--- src/rtl/avr_reg_bank_pkg.sv ---
// Shared definitions for the AVR SPI register bank: register map addresses,
// CTRL/STATUS bit positions and small request-decode helpers. Imported by the
// RTL and by the bench so both use one copy of the map.
package avr_reg_bank_pkg;

    // Register map
    localparam logic [5:0] ADDR_ID          = 6'h00;
    localparam logic [5:0] ADDR_CTRL        = 6'h01;
    localparam logic [5:0] ADDR_STATUS      = 6'h02;
    localparam logic [5:0] ADDR_MASK        = 6'h03;
    localparam logic [5:0] ADDR_PERIOD_BASE = 6'h10;
    localparam logic [5:0] ADDR_FIFO_PEEK   = 6'h3E;
    localparam logic [5:0] ADDR_FIFO_POP    = 6'h3F;

    // CTRL bits
    localparam int CTRL_GEN_BIT    = 0;
    localparam int CTRL_CLR_BIT    = 1;

    // STATUS bits
    localparam int STATUS_OVF_BIT  = 7;
    localparam int STATUS_UDF_BIT  = 6;
    localparam int STATUS_FULL_BIT = 5;

    typedef enum logic [1:0] {
        REQ_IDLE  = 2'd0,
        REQ_READ  = 2'd1,
        REQ_WRITE = 2'd2
    } req_kind_e;

    // Classify the upstream strobe/direction pair into one access kind.
    function automatic req_kind_e req_kind(input logic new_req, input logic write);
        if (!new_req)
            return REQ_IDLE;
        else if (write)
            return REQ_WRITE;
        else
            return REQ_READ;
    endfunction

    // Period registers occupy 0x10..0x1F (lo/hi pairs per drive).
    function automatic logic is_period_addr(input logic [5:0] addr);
        return (addr[5:4] == ADDR_PERIOD_BASE[5:4]);
    endfunction

endpackage

--- src/rtl/avr_reg_bank_evt_fifo.sv ---
// Synchronous event FIFO. Head is always visible on dout; a pop is ignored
// when empty, a push is ignored when full unless a pop frees a slot in the
// same cycle. clear empties the FIFO and overrides any push/pop that cycle.
module evt_fifo #(
    parameter int WIDTH = 8,
    parameter int DEPTH = 16
) (
    input  logic                     clk,
    input  logic                     rst,
    input  logic                     push,
    input  logic                     pop,
    input  logic                     clear,
    input  logic [WIDTH-1:0]         din,
    output logic [WIDTH-1:0]         dout,
    output logic [$clog2(DEPTH):0]   count,
    output logic                     full,
    output logic                     empty
);

    localparam int AW = $clog2(DEPTH);

    logic [WIDTH-1:0] r_mem [DEPTH];
    logic [AW-1:0]    r_wr_ptr;
    logic [AW-1:0]    r_rd_ptr;
    logic [AW:0]      r_count;

    logic w_do_pop;
    logic w_do_push;

    assign empty     = (r_count == '0);
    assign full      = (r_count == (AW+1)'(DEPTH));
    assign count     = r_count;
    assign dout      = r_mem[r_rd_ptr];
    assign w_do_pop  = pop && !empty;
    assign w_do_push = push && (!full || w_do_pop);

    // Storage array; contents need no reset because count gates visibility.
    always_ff @(posedge clk) begin
        if (w_do_push && !clear)
            r_mem[r_wr_ptr] <= din;
    end

    // Pointers and occupancy; pointers wrap naturally at the power-of-2 depth.
    always_ff @(posedge clk or posedge rst) begin
        if (rst) begin
            r_wr_ptr <= '0;
            r_rd_ptr <= '0;
            r_count  <= '0;
        end else if (clear) begin
            r_wr_ptr <= '0;
            r_rd_ptr <= '0;
            r_count  <= '0;
        end else begin
            if (w_do_push)
                r_wr_ptr <= r_wr_ptr + 1'b1;
            if (w_do_pop)
                r_rd_ptr <= r_rd_ptr + 1'b1;
            if (w_do_push && !w_do_pop)
                r_count <= r_count + 1'b1;
            else if (w_do_pop && !w_do_push)
                r_count <= r_count - 1'b1;
        end
    end

endmodule

--- src/rtl/avr_reg_bank.sv ---
// Register bank behind the AVR SPI register interface: device ID, control,
// sticky status, drive enable mask, per-drive step periods (lo shadow + hi
// commit) and an event FIFO the AVR drains by reading the pop address.
module avr_reg_bank
    import avr_reg_bank_pkg::*;
#(
    parameter int          NUM_DRIVES = 4,
    parameter int          FIFO_DEPTH = 16,
    parameter logic [7:0]  DEVICE_ID  = 8'hF1
) (
    input  logic                      clk,
    input  logic                      rst,
    input  logic [5:0]                reg_addr,
    input  logic                      write,
    input  logic                      new_req,
    input  logic [7:0]                write_value,
    output logic [7:0]                read_value,
    input  logic                      evt_valid,
    input  logic [7:0]                evt_data,
    output logic                      evt_ready,
    output logic [NUM_DRIVES-1:0]     drive_enable,
    output logic [16*NUM_DRIVES-1:0]  drive_period,
    output logic [NUM_DRIVES-1:0]     period_update
);

    localparam int CW = $clog2(FIFO_DEPTH) + 1;

    // Control state
    logic                  r_gen;
    logic [NUM_DRIVES-1:0] r_mask;
    logic [NUM_DRIVES-1:0] r_drive_en;
    logic                  r_ovf;
    logic                  r_udf;
    logic [7:0]            r_read;

    // Period state
    logic [7:0]            r_shadow_lo [NUM_DRIVES];
    logic [15:0]           r_period    [NUM_DRIVES];
    logic [NUM_DRIVES-1:0] r_update;

    // Decode
    req_kind_e             w_kind;
    logic                  w_rd;
    logic                  w_wr;
    logic                  w_per_sel;
    logic [2:0]            w_per_idx;
    logic                  w_per_hi;

    // FIFO interface
    logic [7:0]            w_fifo_dout;
    logic [CW-1:0]         w_fifo_count;
    logic                  w_fifo_full;
    logic                  w_fifo_empty;
    logic                  w_pop_req;
    logic                  w_pop;
    logic                  w_push;
    logic                  w_clear;

    // Flag and control next-state
    logic                  w_ovf_set;
    logic                  w_udf_set;
    logic                  w_ovf_clr;
    logic                  w_udf_clr;
    logic                  w_gen_nxt;
    logic [NUM_DRIVES-1:0] w_mask_nxt;
    logic [7:0]            w_status;
    logic [7:0]            w_rd_data;

    assign w_kind    = req_kind(new_req, write);
    assign w_rd      = (w_kind == REQ_READ);
    assign w_wr      = (w_kind == REQ_WRITE);
    assign w_per_idx = reg_addr[3:1];
    assign w_per_hi  = reg_addr[0];
    assign w_per_sel = is_period_addr(reg_addr) && (32'(w_per_idx) < NUM_DRIVES);

    // A pop only happens on an explicit read of the pop address with data present.
    assign w_pop_req = w_rd && (reg_addr == ADDR_FIFO_POP);
    assign w_pop     = w_pop_req && !w_fifo_empty;
    assign w_udf_set = w_pop_req && w_fifo_empty;

    // A full FIFO still accepts a byte when the same cycle pops one, so the
    // count holds steady; otherwise an offered byte while full is dropped.
    assign w_push    = evt_valid && (!w_fifo_full || w_pop);
    assign w_ovf_set = evt_valid && w_fifo_full && !w_pop;
    assign evt_ready = !w_fifo_full;

    assign w_clear   = w_wr && (reg_addr == ADDR_CTRL) && write_value[CTRL_CLR_BIT];
    assign w_ovf_clr = w_wr && (reg_addr == ADDR_STATUS) && write_value[STATUS_OVF_BIT];
    assign w_udf_clr = w_wr && (reg_addr == ADDR_STATUS) && write_value[STATUS_UDF_BIT];

    assign w_gen_nxt  = (w_wr && reg_addr == ADDR_CTRL) ? write_value[CTRL_GEN_BIT] : r_gen;
    assign w_mask_nxt = (w_wr && reg_addr == ADDR_MASK) ? write_value[NUM_DRIVES-1:0] : r_mask;

    assign w_status = {r_ovf, r_udf, w_fifo_full, 5'(w_fifo_count)};

    evt_fifo #(
        .WIDTH (8),
        .DEPTH (FIFO_DEPTH)
    ) u_evt_fifo (
        .clk   (clk),
        .rst   (rst),
        .push  (w_push),
        .pop   (w_pop),
        .clear (w_clear),
        .din   (evt_data),
        .dout  (w_fifo_dout),
        .count (w_fifo_count),
        .full  (w_fifo_full),
        .empty (w_fifo_empty)
    );

    // Control, mask and sticky flags; drive enable is computed from the
    // next-state values so it tracks a write in the following cycle.
    always_ff @(posedge clk or posedge rst) begin
        if (rst) begin
            r_gen      <= 1'b0;
            r_mask     <= '0;
            r_drive_en <= '0;
            r_ovf      <= 1'b0;
            r_udf      <= 1'b0;
        end else begin
            r_gen      <= w_gen_nxt;
            r_mask     <= w_mask_nxt;
            r_drive_en <= w_mask_nxt & {NUM_DRIVES{w_gen_nxt}};
            if (w_ovf_set)
                r_ovf <= 1'b1;
            else if (w_ovf_clr)
                r_ovf <= 1'b0;
            if (w_udf_set)
                r_udf <= 1'b1;
            else if (w_udf_clr)
                r_udf <= 1'b0;
        end
    end

    // Period shadows and commits; the hi-byte write commits the full word and
    // raises a one-cycle update pulse for that drive.
    always_ff @(posedge clk or posedge rst) begin
        if (rst) begin
            for (int i = 0; i < NUM_DRIVES; i++) begin
                r_shadow_lo[i] <= '0;
                r_period[i]    <= '0;
            end
            r_update <= '0;
        end else begin
            r_update <= '0;
            for (int i = 0; i < NUM_DRIVES; i++) begin
                if (w_wr && w_per_sel && (w_per_idx == 3'(i))) begin
                    if (w_per_hi) begin
                        r_period[i] <= {write_value, r_shadow_lo[i]};
                        r_update[i] <= 1'b1;
                    end else begin
                        r_shadow_lo[i] <= write_value;
                    end
                end
            end
        end
    end

    // Read data mux; unmapped addresses read zero.
    always_comb begin
        w_rd_data = 8'h00;
        case (reg_addr)
            ADDR_ID:        w_rd_data = DEVICE_ID;
            ADDR_CTRL:      w_rd_data = {7'b0, r_gen};
            ADDR_STATUS:    w_rd_data = w_status;
            ADDR_MASK:      w_rd_data = 8'(r_mask);
            ADDR_FIFO_PEEK,
            ADDR_FIFO_POP:  w_rd_data = w_fifo_empty ? 8'h00 : w_fifo_dout;
            default: begin
                for (int i = 0; i < NUM_DRIVES; i++) begin
                    if (w_per_sel && (w_per_idx == 3'(i)))
                        w_rd_data = w_per_hi ? r_period[i][15:8] : r_shadow_lo[i];
                end
            end
        endcase
    end

    // Registered read data, held until the next read request.
    always_ff @(posedge clk or posedge rst) begin
        if (rst)
            r_read <= 8'h00;
        else if (w_rd)
            r_read <= w_rd_data;
    end

    assign read_value    = r_read;
    assign drive_enable  = r_drive_en;
    assign period_update = r_update;

    for (genvar g = 0; g < NUM_DRIVES; g++) begin : g_period_out
        assign drive_period[16*g +: 16] = r_period[g];
    end

endmodule

--- config.mk ---
export PLATFORM = sky130hd
export DESIGN_NAME = avr_reg_bank
export DESIGN_NICKNAME = d
export VERILOG_FILES = /design/src/rtl/avr_reg_bank_pkg.sv /design/src/rtl/avr_reg_bank_evt_fifo.sv /design/src/rtl/avr_reg_bank.sv
export SDC_FILE = /design/constraint.sdc
export NUM_CORES = 1
export LEC_CHECK = 0
export CORE_ASPECT_RATIO = 0.5
export CORE_MARGIN = 3
export CORE_UTILIZATION = 57
export CTS_BUF_LIST = sky130_fd_sc_hd__clkbuf_4
export DETAILED_ROUTE_END_ITERATION = 7
export PLACE_DENSITY_LB_ADDON = 0.2
export SYNTH_ARGS = -nofsm -noshare
export SYNTH_HDL_FRONTEND = slang
export SYNTH_SLANG_ARGS = --single-unit
--- constraint.sdc ---
create_clock -name clk -period 4.5 [get_ports clk]
set_input_delay 0.675 -clock clk [delete_from_list [all_inputs] [get_ports clk]]
set_output_delay 0.675 -clock clk [all_outputs]
set_load 0.01 [all_outputs]
==> results of run 1 <==
-- layout make-up --
type	count	area, µm²
Sequential cell	260	7150
Fill cell	1334	5620
Multi-Input combinational cell	382	3680
Timing Repair Buffer	123	1190
Clock buffer	88	661
Tap cell	259	324
Clock inverter	8	82.6
Inverter	11	46.3
-- routing by layer --
| layer | up-vias | part of all wire, % | global-route usage, % |
|---|---|---|---|
| li1 | 2950 | - | - |
| met1 | 3361 | 44 | 34.6 |
| met2 | 235 | 47 | 37.2 |
| met3 | 32 | 7.0 | 5.63 |
| met4 | 0 | 1.4 | 6.08 |
| met5 | - | 0 | 0 |
-- layout by cell type, fill, tap and decap left out, types with 5 or more instances in the layout --
cell type,instances
a21oi_1,14
nand2b_1,5
nor2_1,43
mux2_1,5
ha_1,9
edfxtp_1,128
clkinv_1,6
o21ai_0,8
and2_1,7
mux4_2,34
clkdlybuf4s50_1,106
mux2_2,104
clkbuf_4,88
xor2_1,6
a221oi_1,5
inv_1,9
dfrtp_1,131
nor3_1,9
nand2_1,19
mux2i_1,33
nand3_1,10
buf_4,16
-- worst max-delay path, delay by kind of cell --
| family | cells | cell delay, ns |
|---|---|---|
| adders and majority gates | 2 | 0.66 |
| buffers and inverters | 3 | 0.94 |
| AOI/OAI and AO/OA | 4 | 0.79 |
| and+or+nand+nor | 3 | 0.77 |
| xor gates and xnor gates | 1 | 0.09 |
-- report_power, final --
part | switching (W) | internal [W]
logic | 0.000427 | 0.000402
registers | 0.000173 | 0.00273
clock network | 0.000870 | 0.000993
total | 0.00147 | 0.00413
-- final timing paths --
check	startpoint	end	slack, ns	depth (start not counted)
setup / recovery	reg_addr[4]	u_evt_fifo.count[4]	1.15	13
hold / removal	rst	drive_period[17]	0.49	2
setup reg to reg	u_evt_fifo.count[0]	u_evt_fifo.count[4]	1.16	11
hold reg to reg	r_udf	r_udf	0.50	1
max in group asynchronous	rst	r_shadow_lo[7]	3.11	3
min in group clk	reg_addr[0]	u_evt_fifo.r_rd_ptr[2]	0.50	4
-- synth_stat cells, types with 3 or more instances --
cell,instances,area (µm²)
a2111oi_0,3,26.3
a211oi_1,4,30.0
a21oi_1,14,70.1
a221oi_1,5,43.8
a22o_1,3,26.3
and2_1,7,43.8
and3_1,3,18.8
buf_1,3,11.3
buf_2,17,85.1
buf_4,3,22.5
buf_6,5,56.3
clkbuf_1,10,37.5
dfrtp_1,132,3300
edfxtp_1,128,3840
ha_1,9,113
inv_1,10,37.5
mux2_1,5,56.3
mux2_2,104,1170
mux2i_1,33,330
mux4_2,34,766
nand2_1,19,71.3
nand2b_1,5,31.3
nand3_1,10,50.1
nand4_1,4,25.0
nor2_1,43,161
nor2b_1,4,25.0
nor3_1,9,45.0
o211ai_1,4,30.0
o21ai_0,8,40.0
o221ai_1,3,26.3
or4_1,4,30.0
xnor2_1,4,35.0
xor2_1,6,52.6
-- cell families after synthesis --
kind of cell,after synthesis
AO/OA/AOI/OAI,61
adder cells (fa/ha/maj),10
flip-flops,260
XOR/XNOR,10
multiplexers,177
AND/OR/NAND/NOR,124
buffers and inverters,51
-- sequential cells by signal (all words and copies together), names as in the netlist, 4 cells and up --
register and cells:
u_evt_fifo.r_wr_ptr 4, drive_period 64, period_update 4, u_evt_fifo.count 5, r_shadow_lo 32, u_evt_fifo.r_mem 128, drive_enable 4, u_evt_fifo.r_rd_ptr 4
read_value 8, r_mask 4
-- per-stage QoR --
| stage | hold slack (ns) | util [%] |
|---|---|---|
| 2_1_floorplan | 0.462 | - |
| 5_1_grt | 0.479 | 70.0 |
| 6_report | 0.487 | 70.0 |
| 3_5_place_dp | 0.486 | 66.1 |
| 4_1_cts | 0.448 | 70.0 |
| 3_3_place_gp | 0.488 | 66.1 |
==> results.toml, run 1 <==
[run]
drv_cap = 0

[final_layout]
antenna_cells = 0
area_growth_pct = 18.3
nNetsFinal = 871
final_area_um2 = 13100
drive_gt1_share_pct = 29.7
final_cells = 1131

[sta]
rsz0062_at_grt = "false"
fin_skew_ns = 0.0213
worst_pin_slew_ns = 0.843
worst_slack_ns = 1.15
fin_setup_tns_ns = 0
maxSlewViolCount = 0
post-route-period-util_pct = 74.4
fmax_mhz = 299
finalSetupViolCount = 0
relSlewSlack_pct = 43.6
min_period_ns = 3.35
hold_viol_final = 0

[cts]
clock_sink_count = 260
cts_buffers = 56
cts_root_buf = "clkbuf_4"
postCtsSetupBuffers = 0
clockBufferDepth = 3
cts_tree = "yes"
h-tree-depth = 2
clkLatencyLatePin_ns = 0.67
clkTransAtPathRegs_ns = 0.07
ctsResizeCount = 0
cts_hold_buffers = 0

[yosys]
async_reset_ff_share_pct = 50.8
seq_area_frac_synth_pct = 64.4
synth_top_family_by_area = "multiplexers"
synth.avg_cell_area_um2 = 16.0
syn-instance-count = 693
synth_cell_types = 60
synth-seq-cells = 260
yosys_warnings = 0
synth_compound_area_share_pct = 4.06
synth_area_um2 = 11100
synth-main-ff-cell = "dfrtp_1"
yosys.area_share.simple_pct = 5.91
syn-num-nets = 730
synth_fa_ha_area_share_pct = 1.20
synth-edff-count = 128
synthXorXnorAreaFrac_pct = 0.789
synth_mux_area_share_pct = 21.2

[worst_setup_path]
cp-end-kind = "flip-flop"
crit_arrival_ns = 3.94
critical_path_required_ns = 5.09
crit_path_frequent_cell = "a21oi_1"
start_kind = "input port"
cp_slowest_stage_delay_ns = 0.67
critPathKind = "in -> reg"
worst_path_max_delay_cell = "clkdlybuf4s50_1"
cp_max_fo = 11
crit_chain = "clkdlybuf4s50_1 -> nand4_1 -> nor3_1 -> buf_4 -> o21a_1 -> ha_1 -> inv_1 -> fa_1 -> a21o_1 -> a21oi_1 -> xnor2_1 -> or3_1 -> a21oi_1"

[floorplanning]
core_um2 = 18700
num_rows = 35
die_w_um = 203
start_util_pct = 59.2
io-pin-count = 108
fp.dieH_um = 105
die_area_um2 = 21300

[global_routing]
grt_max_degree = 78
grt_usage_pct = 23.9
first_global_vias = 6864
antenna_found_initial = 0
grt_pass1_wl_um = 39000
overflow = 0

[status]
outcome = "complete, no violations"

[route]
routed_wl_um = 24600
num_vias = 6578
drt_iter0_drc = 413
drcViolationCount = 0
drtAntennaViolNets = 0
dr.pass1.iters = 5
wl_per_cell_um = 21.7
via_per_inst = 5.82

[place]
post-place-ws_ns = 0.534
port_buffers = 107
placed_cell_area_um2 = 12400
dp_hpwl_um = 16600
gp_congestion = 0.912
dp.cells = 1035

[worst_hold_path]
hold_path_class = "in -> async"

[power_and_ir_drop]
leakage_nw = 5.31
peakVddDrop_mv = 0.199
p_per_area_nw_per_um2 = 427
design_power_total_w = 0.00560
(Power assumes the default switching activity.)
==> run 2, diff against run 1 <==
clock period = 3.45 ns   (was 4.5 ns; I/O delays follow)
==> results.toml, run 2 (synthesis gave the netlist of run 1 again) <==
[global_routing]
overflow = 0
grt_busiest_layer = "met2"
use_met2_pct = 36.8
grt_pass1_wl_um = 39000
first_global_vias = 6986
grt_max_degree = 48
grt_usage_pct = 23.9
antenna_found_initial = 0
grt_use_met1_pct = 33.7
grtUsageMet3_pct = 6.63

[floorplanning]
start_util_pct = 59.2
fp.dieH_um = 105
die_w_um = 203
num_rows = 35
core_um2 = 18700
die_area_um2 = 21300
io-pin-count = 108

[sta]
relSlewSlack_pct = 42.0
holdWs_ns = 0.216
worst_pin_slew_ns = 0.867
fmax_mhz = 327
min_period_ns = 3.06
post-route-period-util_pct = 88.7
rsz0062_at_grt = "false"
hold_viol_final = 0
worst_slack_ns = 0.389
fin_skew_ns = 0.0403
maxSlewViolCount = 0
finalSetupViolCount = 0

[power_and_ir_drop]
p_per_area_nw_per_um2 = 560
clkPwrFrac_pct = 34.2
design_power_total_w = 0.00746
p_sw_share_pct = 26.0
comb_power_share_pct = 15.1
pwr-share-seq_pct = 50.7
peakVddDrop_mv = 0.341
p_int_w = 0.00552
leakage_nw = 5.43
netSwitchingPower_w = 0.00194

[cts]
cts_root_buf = "clkbuf_4"
clock_sink_count = 260
ctsResizeCount = 0
h-tree-depth = 2
clockBufferDepth = 3
postCtsSetupBuffers = 0
clkTransAtPathRegs_ns = 0.08
clkLatencyLatePin_ns = 0.69
cts_tree = "yes"
cts_hold_buffers = 0
cts_buffers = 56

[run]
drv_cap = 0

[worst_setup_path]
crit_path_frequent_cell = "a21oi_1"
start_kind = "flip-flop"
crit_chain = "nor4_1 -> a211oi_1 -> nand2_1 -> ha_1 -> inv_1 -> fa_1 -> a21o_1 -> a21oi_1 -> xnor2_1 -> or3_1 -> a21oi_1"
cp_max_fo = 5
r2r-end = "u_evt_fifo.count[4]"
r2r_start = "u_evt_fifo.count[0]"
crit_buf_inv = 1
critPathKind = "reg -> reg"
cp_slowest_stage_delay_ns = 0.55
rrSetupSlack_ns = 0.39
worst_path_max_delay_cell = "nor4_1"
path_delay_family = "simple AND/OR/NAND/NOR gates"
critical_path_required_ns = 4.03
cp-end-kind = "flip-flop"
crit_arrival_ns = 3.64
worstRegToRegCells = 11

[worst_hold_path]
hold_path_class = "in -> async"

[place]
gp_congestion = 0.903
placed_cell_area_um2 = 12500
port_buffers = 107
post-place-ws_ns = -0.00905
dp_hpwl_um = 16900

[status]
outcome = "complete, no violations"

[route]
via_per_inst = 5.84
routed_wl_um = 24800
dr.pass1.iters = 5
drt_iter0_drc = 507
drcViolationCount = 0
drtAntennaViolNets = 0
num_vias = 6761
wl_per_cell_um = 21.4

[final_layout]
nNetsFinal = 888
final_core_util_pct = 71.2
drive_gt1_share_pct = 31.3
layout_commonest_cell = "dfrtp_1"
area_growth_pct = 20.2
final_area_um2 = 13300
largest_register = "u_evt_fifo.r_mem"
regArea_um2 = 7150
final_cell_mix = "dfrtp_1 (131), edfxtp_1 (128), clkdlybuf4s50_1 (106)"
multi_input_area_um2 = 3680
fillerInstances = 1319
largest_register_ffs = 128
run 2: cell count changes in the layout (fill, tap and decap cells not counted), sizes merged:
cell | previous run | this run
buf | 17 | 34
clkinv | 6 | 10
clkbuf | 88 | 91
diode | 0 | 2
bufinv | 2 | 3
clkinvlp | 0 | 1
inv | 11 | 10
run 2: per-stage QoR:
stage / instances / TNS [ns]
after detailed placement: 1052 / -0.00905
after global placement: 1052 / 0
after CTS: 1156 / 0
final: 1158 / 0
after global routing: 1156 / 0
after floorplan: 693 / 0
run 2: worst max-delay path by stage:
| stage | start | end | slack (ns) | cells past startpoint |
|---|---|---|---|---|
| floorplan | reg_addr[0] | u_evt_fifo.count[4] | 0.25 | 14 |
| CTS | u_evt_fifo.count[0] | u_evt_fifo.count[4] | 0.42 | 11 |
| detailed placement | reg_addr[3] | u_evt_fifo.count[4] | -0.009 | 13 |
| global placement | reg_addr[2] | u_evt_fifo.count[4] | 0.11 | 13 |
| global route | u_evt_fifo.count[0] | u_evt_fifo.count[4] | 0.15 | 11 |
| finish | u_evt_fifo.count[0] | u_evt_fifo.count[4] | 0.39 | 11 |
run 2: cell type report:
| class | instances | area share [%] |
|---|---|---|
| flip-flops and latches | 260 | 53.6 |
| multi-input cells | 382 | 27.6 |
| repair buffers | 140 | 9.94 |
| clock buffers | 91 | 5.12 |
| well taps | 259 | 2.43 |
| clock inverters | 13 | 0.966 |
| inverters | 11 | 0.338 |
| diodes | 2 | 0.0375 |
run 2: worst register-to-register path: stages (launching register included):
cell      delay, ns
dfrtp_1        0.45
nor4_1         0.55
a211oi_1       0.21
nand2_1        0.13
ha_1           0.18
inv_1          0.10
fa_1           0.41
a21o_1         0.20
a21oi_1        0.17
xnor2_1        0.10
or3_1          0.31
a21oi_1        0.15
run 2: routing by layer:
| layer | part of all wire, % | wire, µm |
|---|---|---|
| met5 | 0 | 0 |
| met4 | 1.9 | 474 |
| met2 | 47 | 11600 |
| met1 | 43 | 10600 |
| met3 | 8.7 | 2140 |
run 2: power groups by stage:
stage / Combinational [W] / Clock, W / Sequential, W
after floorplan: 0.000762 / 0 / 0.00376
after global placement: 0.00109 / 0 / 0.00383
after detailed placement: 0.00112 / 0 / 0.00384
after CTS: 0.00113 / 0.00262 / 0.00378
after global routing: 0.00122 / 0.00279 / 0.00382
final: 0.00112 / 0.00255 / 0.00378
